===== config.mk =====
export PLATFORM = sky130hd
export DESIGN_NAME = uart_rx_filter_multi_flat
export DESIGN_NICKNAME = d
export VERILOG_FILES = /design/src/rtl/uart_filter_pkg.sv /design/src/rtl/uart_rx_filter_multi_if.sv /design/src/rtl/uart_rx_filter_chan.sv /design/src/rtl/uart_rx_filter_multi.sv /design/src/flat_wrapper.sv
export SDC_FILE = /design/constraint.sdc
export NUM_CORES = 1
export LEC_CHECK = 0
export ABC_AREA = 1
export CORE_AREA = 2 2 39 41
export CTS_CLUSTER_SIZE = 25
export DETAILED_ROUTE_END_ITERATION = 16
export DIE_AREA = 0 0 41 43
export PLACE_DENSITY_LB_ADDON = 0.25
export SYNTH_ARGS = -nofsm -noshare
export SYNTH_HDL_FRONTEND = slang
export SYNTH_SLANG_ARGS = --single-unit

===== constraint.sdc =====
create_clock -name clk -period 1.6 [get_ports clk]
set_input_delay 0.24 -clock clk [delete_from_list [all_inputs] [get_ports clk]]
set_output_delay 0.24 -clock clk [all_outputs]
set_load 0.01 [all_outputs]

===== src/rtl/uart_filter_pkg.sv =====
// Shared helpers for the multi-channel UART RX deglitch filter.
// Optional glitch counting is enabled by UART_RX_FILTER_GLITCH_CNT_EN.
package uart_filter_pkg;

  localparam bit IDLE_LVL = 1'b1;

  function automatic int cmax(input int cnt_w);
    return (1 << cnt_w) - 1;
  endfunction

  function automatic bit params_ok(
    input int sync,
    input int cnt_w,
    input int hi,
    input int lo
  );
    return (sync >= 2) && (lo >= 0) &&
           (lo < hi) && (hi <= cmax(cnt_w));
  endfunction

  function automatic int rail(
    input bit lvl,
    input int cnt_w
  );
    return lvl ? cmax(cnt_w) : 0;
  endfunction

endpackage


===== src/rtl/uart_rx_filter_multi_if.sv =====
// Pin-side bundle between the line drivers and the RX filter.
// Glitch ports exist only with UART_RX_FILTER_GLITCH_CNT_EN.
interface uart_rx_filter_multi_if #(
  parameter int NCH = 1
`ifdef UART_RX_FILTER_GLITCH_CNT_EN
  , parameter int GCNT_W = 8
`endif
);

  logic           samp_clk;
  logic [NCH-1:0] in;
  logic [NCH-1:0] out;
  logic [NCH-1:0] rise;
  logic [NCH-1:0] fall;

`ifdef UART_RX_FILTER_GLITCH_CNT_EN
  logic                  glitch_clr;
  logic [NCH*GCNT_W-1:0] glitch_cnt;

  modport master (
    output samp_clk, in, glitch_clr,
    input  out, rise, fall, glitch_cnt
  );

  modport slave (
    input  samp_clk, in, glitch_clr,
    output out, rise, fall, glitch_cnt
  );
`else
  modport master (
    output samp_clk, in,
    input  out, rise, fall
  );

  modport slave (
    input  samp_clk, in,
    output out, rise, fall
  );
`endif

endinterface


===== src/rtl/uart_rx_filter_chan.sv =====
// One filter lane: synchroniser, hysteresis counter, level and strobes.
// Glitch counter present only with UART_RX_FILTER_GLITCH_CNT_EN.
module uart_rx_filter_chan
  import uart_filter_pkg::*;
#(
  parameter int SYNC_STAGES = 2,
  parameter int CNT_W       = 2,
  parameter int THRESH_HI   = 3,
  parameter int THRESH_LO   = 0,
  parameter bit RESET_VAL   = IDLE_LVL
`ifdef UART_RX_FILTER_GLITCH_CNT_EN
  , parameter int GCNT_W    = 8
`endif
) (
  input  logic clk,
  input  logic rst,
  input  logic samp_clk,
  input  logic din,
  output logic dout,
  output logic rise,
  output logic fall
`ifdef UART_RX_FILTER_GLITCH_CNT_EN
  , input  logic              glitch_clr
  , output logic [GCNT_W-1:0] glitch_cnt
`endif
);

  typedef logic [CNT_W-1:0] cnt_t;

  localparam cnt_t CMAX    = cnt_t'(cmax(CNT_W));
  localparam cnt_t HI      = cnt_t'(THRESH_HI);
  localparam cnt_t LO      = cnt_t'(THRESH_LO);
  localparam cnt_t CNT_RST = cnt_t'(rail(RESET_VAL, CNT_W));

  logic [SYNC_STAGES-1:0] sync_q;
  logic                   in_sync;
  logic                   out_d;
  cnt_t                   cnt_q;
  cnt_t                   cnt_d;

  assign in_sync = sync_q[SYNC_STAGES-1];

  always_comb begin
    cnt_d = cnt_q;
    unique case (1'b1)
      in_sync && (cnt_q != CMAX):
        cnt_d = cnt_q + 1'b1;
      !in_sync && (cnt_q != '0):
        cnt_d = cnt_q - 1'b1;
      default: ;
    endcase
  end

  // Between the thresholds the level holds: that gap is the hysteresis.
  always_comb begin
    out_d = dout;
    unique case (1'b1)
      cnt_q >= HI: out_d = 1'b1;
      cnt_q <= LO: out_d = 1'b0;
      default: ;
    endcase
  end

  always_ff @(posedge clk) begin
    if (rst) begin
      sync_q <= {SYNC_STAGES{RESET_VAL}};
      cnt_q  <= CNT_RST;
      dout   <= RESET_VAL;
      rise   <= 1'b0;
      fall   <= 1'b0;
    end else begin
      rise <= samp_clk & out_d & ~dout;
      fall <= samp_clk & ~out_d & dout;
      if (samp_clk) begin
        sync_q <= {sync_q[SYNC_STAGES-2:0], din};
        cnt_q  <= cnt_d;
        dout   <= out_d;
      end
    end
  end

`ifdef UART_RX_FILTER_GLITCH_CNT_EN
  logic exc_q;
  logic exc_d;
  logic gevt;

  // An excursion that falls back to its rail without flipping the level.
  always_comb begin
    exc_d = exc_q;
    gevt  = 1'b0;
    if (out_d != dout) begin
      exc_d = 1'b0;
    end else if (dout ? (cnt_q < HI) : (cnt_q > LO)) begin
      exc_d = 1'b1;
    end else if (exc_q) begin
      exc_d = 1'b0;
      gevt  = 1'b1;
    end
  end

  always_ff @(posedge clk) begin
    if (rst) begin
      exc_q      <= 1'b0;
      glitch_cnt <= '0;
    end else if (samp_clk) begin
      exc_q <= exc_d;
      if (glitch_clr)
        glitch_cnt <= '0;
      else if (gevt && (glitch_cnt != '1))
        glitch_cnt <= glitch_cnt + 1'b1;
    end
  end
`endif

endmodule


===== src/rtl/uart_rx_filter_multi.sv =====
// NCH independent deglitch lanes sharing one oversampling strobe.
// Define UART_RX_FILTER_GLITCH_CNT_EN for per-lane glitch counters.
module uart_rx_filter_multi
  import uart_filter_pkg::*;
#(
  parameter int NCH         = 1,
  parameter int SYNC_STAGES = 2,
  parameter int CNT_W       = 2,
  parameter int THRESH_HI   = 3,
  parameter int THRESH_LO   = 0,
  parameter bit RESET_VAL   = IDLE_LVL,
  parameter int GCNT_W      = 8
) (
  input logic                   clk,
  input logic                   rst,
  uart_rx_filter_multi_if.slave bus
);

  if (!params_ok(SYNC_STAGES, CNT_W, THRESH_HI, THRESH_LO)
      || (GCNT_W < 1)) begin : g_bad_params
    $error("uart_rx_filter_multi: illegal parameters");
  end

  logic [NCH-1:0] out_v;
  logic [NCH-1:0] rise_v;
  logic [NCH-1:0] fall_v;
`ifdef UART_RX_FILTER_GLITCH_CNT_EN
  logic [NCH*GCNT_W-1:0] gcnt_v;
`endif

  for (genvar i = 0; i < NCH; i++) begin : g_ch
    uart_rx_filter_chan #(
      .SYNC_STAGES (SYNC_STAGES),
      .CNT_W       (CNT_W),
      .THRESH_HI   (THRESH_HI),
      .THRESH_LO   (THRESH_LO),
      .RESET_VAL   (RESET_VAL)
`ifdef UART_RX_FILTER_GLITCH_CNT_EN
      , .GCNT_W    (GCNT_W)
`endif
    ) u_chan (
      .clk        (clk),
      .rst        (rst),
      .samp_clk   (bus.samp_clk),
      .din        (bus.in[i]),
      .dout       (out_v[i]),
      .rise       (rise_v[i]),
      .fall       (fall_v[i])
`ifdef UART_RX_FILTER_GLITCH_CNT_EN
      , .glitch_clr (bus.glitch_clr)
      , .glitch_cnt (gcnt_v[i*GCNT_W +: GCNT_W])
`endif
    );
  end

  assign bus.out  = out_v;
  assign bus.rise = rise_v;
  assign bus.fall = fall_v;
`ifdef UART_RX_FILTER_GLITCH_CNT_EN
  assign bus.glitch_cnt = gcnt_v;
`endif

endmodule


===== src/flat_wrapper.sv =====
// flat-port wrapper written by rule: the top's interface ports become plain ports
module uart_rx_filter_multi_flat import uart_filter_pkg::*;
#(
  parameter int NCH         = 1,
  parameter int SYNC_STAGES = 2,
  parameter int CNT_W       = 2,
  parameter int THRESH_HI   = 3,
  parameter int THRESH_LO   = 0,
  parameter bit RESET_VAL   = IDLE_LVL,
  parameter int GCNT_W      = 8
)
  (clk, rst, bus_samp_clk, bus_in, bus_out, bus_rise, bus_fall);
  uart_rx_filter_multi_if #(.NCH(NCH)) bus_i ();
  input logic clk;
  input logic rst;
  input wire logic [$bits(bus_i.samp_clk)-1:0] bus_samp_clk;
  input wire logic [$bits(bus_i.in)-1:0] bus_in;
  output wire logic [$bits(bus_i.out)-1:0] bus_out;
  output wire logic [$bits(bus_i.rise)-1:0] bus_rise;
  output wire logic [$bits(bus_i.fall)-1:0] bus_fall;
  assign bus_i.samp_clk = bus_samp_clk;
  assign bus_i.in = bus_in;
  assign bus_out = bus_i.out;
  assign bus_rise = bus_i.rise;
  assign bus_fall = bus_i.fall;
  uart_rx_filter_multi #(.NCH(NCH), .SYNC_STAGES(SYNC_STAGES), .CNT_W(CNT_W), .THRESH_HI(THRESH_HI), .THRESH_LO(THRESH_LO), .RESET_VAL(RESET_VAL), .GCNT_W(GCNT_W)) u_core (.clk(clk), .rst(rst), .bus(bus_i));
endmodule

; Word level (Yosys, flattened, before mapping)
; Cells that the tools add are included.
[classes]
addsub = 2
n_lt_le_gt_ge = 2
n_eq_ne = 1
mux = 2
n_bitwise = 6
n_reduce_logical = 6
[op_table]
columns = op, n
row1 = $and A1 B1 Y1, 4
row2 = $pmux W2 S2, 1
row3 = $reduce_bool A2 Y1, 2
row4 = $add A2 B1 Y2 const B, 1
row5 = $ge A2 B2 Y1 const B, 1
row6 = $le A2 B1 Y1 const B, 1
row7 = $logic_and A1 B1 Y1, 2
row8 = $ne A2 B2 Y1 const B, 1
row9 = $not A1 Y1, 2
row10 = $pmux W1 S2, 1
row11 = $reduce_and A2 Y1, 1
row12 = $sub A2 B1 Y2 const B, 1
row13 = $logic_not A1 Y1, 1
[word_totals]
ff_bits = 7
output_inout_bits = 3
wordCells = 24

; Depth between registers and ports, before layout
; Gate-level depths: netlist of the first run.
[logic_depth]
ltp_word = 5
depth_mapped = 8
mapped_depth_nobuf = 8

; Worst setup path before layout of the first run
; Ideal clock, no wire load.
[synth_path]
path_type = register to register
from = register u_core.g_ch[0].u_chan.cnt_q[0]
to = register u_core.g_ch[0].u_chan.dout
setup_time_ns = 0.127
t_arrival_ns = 1.008
slack_ns = 0.465
stages_incl_launch_ff = 7
path_buffers = 0
synth_period_minus_slack_ns = 1.135
path_cell_list = dfxtp_1 inv_1 ha_1 nor2_1 a21oi_2 nand2_1 o211ai_1
[synth_via]
elab_chain_len = 2
[synth_lines]
columns = item, line_no
row1 = from (decl), uart_rx_filter_chan.sv:38  ; cnt_t cnt_q;
row2 = from (signal assigned), uart_rx_filter_chan.sv:76  ; cnt_q <= cnt_d;
row3 = $le A2 B1 Y1 / $ge A2 B2 Y1 (equally long branches), "uart_rx_filter_chan.sv:59, uart_rx_filter_chan.sv:58"
row4 = $pmux W1 S2 (*), uart_rx_filter_chan.sv:57  ; unique case (1'b1)
row5 = to (signal assigned), uart_rx_filter_chan.sv:77  ; dout <= out_d;
row6 = to (decl), uart_rx_filter_chan.sv:19  ; output logic dout,
; Mark *: on every way between the ends. The rest lies on a longest branch, timed or not.
; A chain may end at the register's enable or synchronous reset.

; Final worst setup path of the first run
[layout_path]
from = register u_core.g_ch[0].u_chan.dout
to = output bus_out
[layout_lines]
columns = item, line_no
row1 = to (decl), flat_wrapper.sv:18  ; output wire logic [$bits(bus_i.out)-1:0] bus_out;
; No word-level cell between the ends.

==> results of run 1 <==
==> flip-flops by register name, summed over array words and instances (netlist names) <==
signal,count
u_core.g_ch.u_chan.dout,1
u_core.g_ch.u_chan.cnt_q,2
u_core.g_ch.u_chan.rise,1
u_core.g_ch.u_chan.sync_q,2
u_core.g_ch.u_chan.fall,1
==> worst paths after layout <==
path,end,slack (ps),cells past startpoint
max,bus_out,230,1
min,u_core.g_ch[0].u_chan.rise$_SDFF_PP0_,450,1
max reg2reg,u_core.g_ch[0].u_chan.dout$_SDFFE_PP1P_,360,6
min reg2reg,u_core.g_ch[0].u_chan.rise$_SDFF_PP0_,450,1
==> metrics by stage <==
stage / cells / setup slack [ps] / power [mW] / util
after global routing: 67 / 174 / 0.499 / 0.313
after floorplan: 41 / 465 / 0.272 / -
after CTS: 67 / 218 / 0.461 / 0.313
after global placement: 63 / 251 / 0.304 / 0.294
final: 67 / 228 / 0.456 / 0.313
after detailed placement: 63 / 259 / 0.303 / 0.294
==> cell usage after synthesis <==
library cell  n  area, sq um
a21oi_1       1         5.00
o21ai_0       3         15.0
nand2_2       2         12.5
nor2_4        1         11.3
inv_1         5         18.8
dfxtp_1       7          140
nand2_1       9         33.8
inv_2         1         3.75
ha_1          2         25.0
o211ai_1      1         7.51
nor3_1        1         5.00
nor2_1        2         7.51
a21oi_2       1         8.76
nor4_2        1         12.5
nand3_1       4         20.0
==> metal layers <==
layer,up-vias,part of all wire
met3,4,0.045
met4,0,0.037
li1,154,-
met1,119,0.48
met5,-,0
met2,7,0.44
==> where the power goes <==
part           leakage [nW]  internal [mW]  switching [mW]  total (mW)
clock                0.0150         0.0949          0.0616       0.157
sequential           0.0577          0.190         0.00958       0.199
combinational         0.134         0.0445          0.0554       0.100
total                 0.207          0.329           0.127       0.456
==> final cells by class <==
| type | instances | area share |
|---|---|---|
| Timing Repair Buffer | 6 | 0.139 |
| Clock buffer | 4 | 0.0607 |
| Multi-Input combinational cell | 28 | 0.379 |
| Sequential cell | 7 | 0.324 |
| Tap cell | 16 | 0.0462 |
| Inverter | 6 | 0.0520 |
==> cells in the final DEF (no fill, tap or decap), types with 2 or more instances in the layout <==
master / netlist / layout
clkdlybuf4s50_1: 0 / 6
nand2_1: 9 / 9
o21ai_0: 3 / 3
clkbuf_4: 0 / 3
inv_1: 5 / 5
dfxtp_1: 7 / 7
nand3_1: 4 / 4
ha_1: 2 / 2
nand2_2: 2 / 2
nor2_1: 2 / 2
==> logic make-up (layout without fill, tap and decap cells) <==
kind of cell	count (synthesis)	count (layout)	synth area share
AOI/OAI and AO/OA	6	6	0.111
buffers and inverters	6	16	0.0690
DFF	7	7	0.429
and+or+nand+nor	20	20	0.314
adders and majority gates	2	2	0.0766
==> results.sh, run 1 <==
export IMPL_synth_net_count=47
export IMPL_clock_path_buffers=2
export IMPL_dpl_cell_area_sq_um=407
export IMPL_cp_buffers_inverters=1
export IMPL_crit_fanout=3
export IMPL_post_synth_cell_area_avg_sq_um=7.96
export IMPL_antenna_found_initial=0
export IMPL_multi_input_area_sq_um=164
export IMPL_gp_congestion=0.669
export IMPL_root_buffer="clkbuf_4"
export IMPL_antenna_left=0
export IMPL_ir_drop_uv=316
export IMPL_dieArea_sq_um=1760
export IMPL_top_usage_layer="met4"
export IMPL_drt_iter0_drc=2
export IMPL_wl_per_cell_microns=8.00
export IMPL_grt_usage=0.0826
export IMPL_cts_resized_gates=0
export IMPL_met1_usage=0.104
export IMPL_cp_slowest_cell="clkdlybuf4s50_1"
export IMPL_synth_seq_cells=7
export IMPL_setup_viol=0
export IMPL_startpoint="u_core.g_ch[0].u_chan.dout$_SDFFE_PP1P_"
export IMPL_cts_tree="yes"
export IMPL_slew_viol_final=0
export IMPL_power_per_cell_area_nw_per_um2=1050
export IMPL_grt_pass1_wl_microns=876
export IMPL_critical_path_top_delay_family="buffers and inverters"
export IMPL_tns_ps=0
export IMPL_start_kind="flip-flop"
export IMPL_status="completed"
export IMPL_die_x_microns=41
export IMPL_endpoint_kind="primary output"
export IMPL_path_clk_slew_ps=50
export IMPL_power_leakage_nw=0.207
export IMPL_core_area_sq_um=1380
export IMPL_h_tree_depth=1
export IMPL_viasPerCell=4.24
export IMPL_regArea_sq_um=140
export IMPL_n_antenna_cell=0
export IMPL_fin_crit_sh=0.857
export IMPL_final_layout_size_suffix_gt1_frac=0.176
export IMPL_grt_max_degree=7
export IMPL_postCtsSetupBuffers=0
export IMPL_cts_buffers=3
export IMPL_drc=0
export IMPL_worst_pin_slew_ps=227
export IMPL_critical_path_required_ps=1360
export IMPL_max_freq_mhz=729
export IMPL_io_pins=7
export IMPL_syn_area_sq_um=327
export IMPL_rsz0062_at_grt="no"
export IMPL_core_rowCount=14
export IMPL_fin_nets=58
export IMPL_hold_slack_ps=454
export IMPL_io_buffers=6
export IMPL_die_h_microns=43
export IMPL_vias=284
export IMPL_max_cap_violations=0
export IMPL_grt_pass1_vias=224
export IMPL_area_delta_synth_final_pct=32.6
export IMPL_crit_path_cell_trace="clkdlybuf4s50_1"
export IMPL_worstHoldPathType="flip-flop to flip-flop"
export IMPL_cts_sinks=7
export IMPL_final_cell_area_sq_um=433
export IMPL_grt_use_met2=0.0906
export IMPL_post_route_min_period_ps=1370
export IMPL_yosysSeqAreaShare=0.429
export IMPL_hold_start="u_core.g_ch[0].u_chan.dout$_SDFFE_PP1P_"
export IMPL_holdBufCountCts=0
export IMPL_gr_total_overflow=0
export IMPL_critPathArrivalTime_ps=1130
export IMPL_drt_pass1_iter_count=2
export IMPL_met3_usage=0.0157
export IMPL_hold_viol_final=0
export IMPL_worstSkewPairLatency_ps=250
export IMPL_drt_wl_total_microns=536
export IMPL_fill_cells=146
export IMPL_initial_core_util=0.236
export IMPL_crit_path_max_incr_delay_ps=540
export IMPL_r2r_start="u_core.g_ch[0].u_chan.cnt_q[0]$_SDFFE_PP1P_"
export IMPL_ys_types=15
export IMPL_yosys_warnings=0
export IMPL_slew_headroom=0.848
export IMPL_path_class="flip-flop to primary output"
export IMPL_netlist_instances=41
export IMPL_finClkSkew_ps=1.87
No activity file was read; power rests on OpenSTA's default activity.
==> run 2, diff against run 1 <==
- HOLD_SLACK_MARGIN: not set -> 0.03
==> results of run 2 <==
Final layout, timing and power as in run 1 (identical DEF).
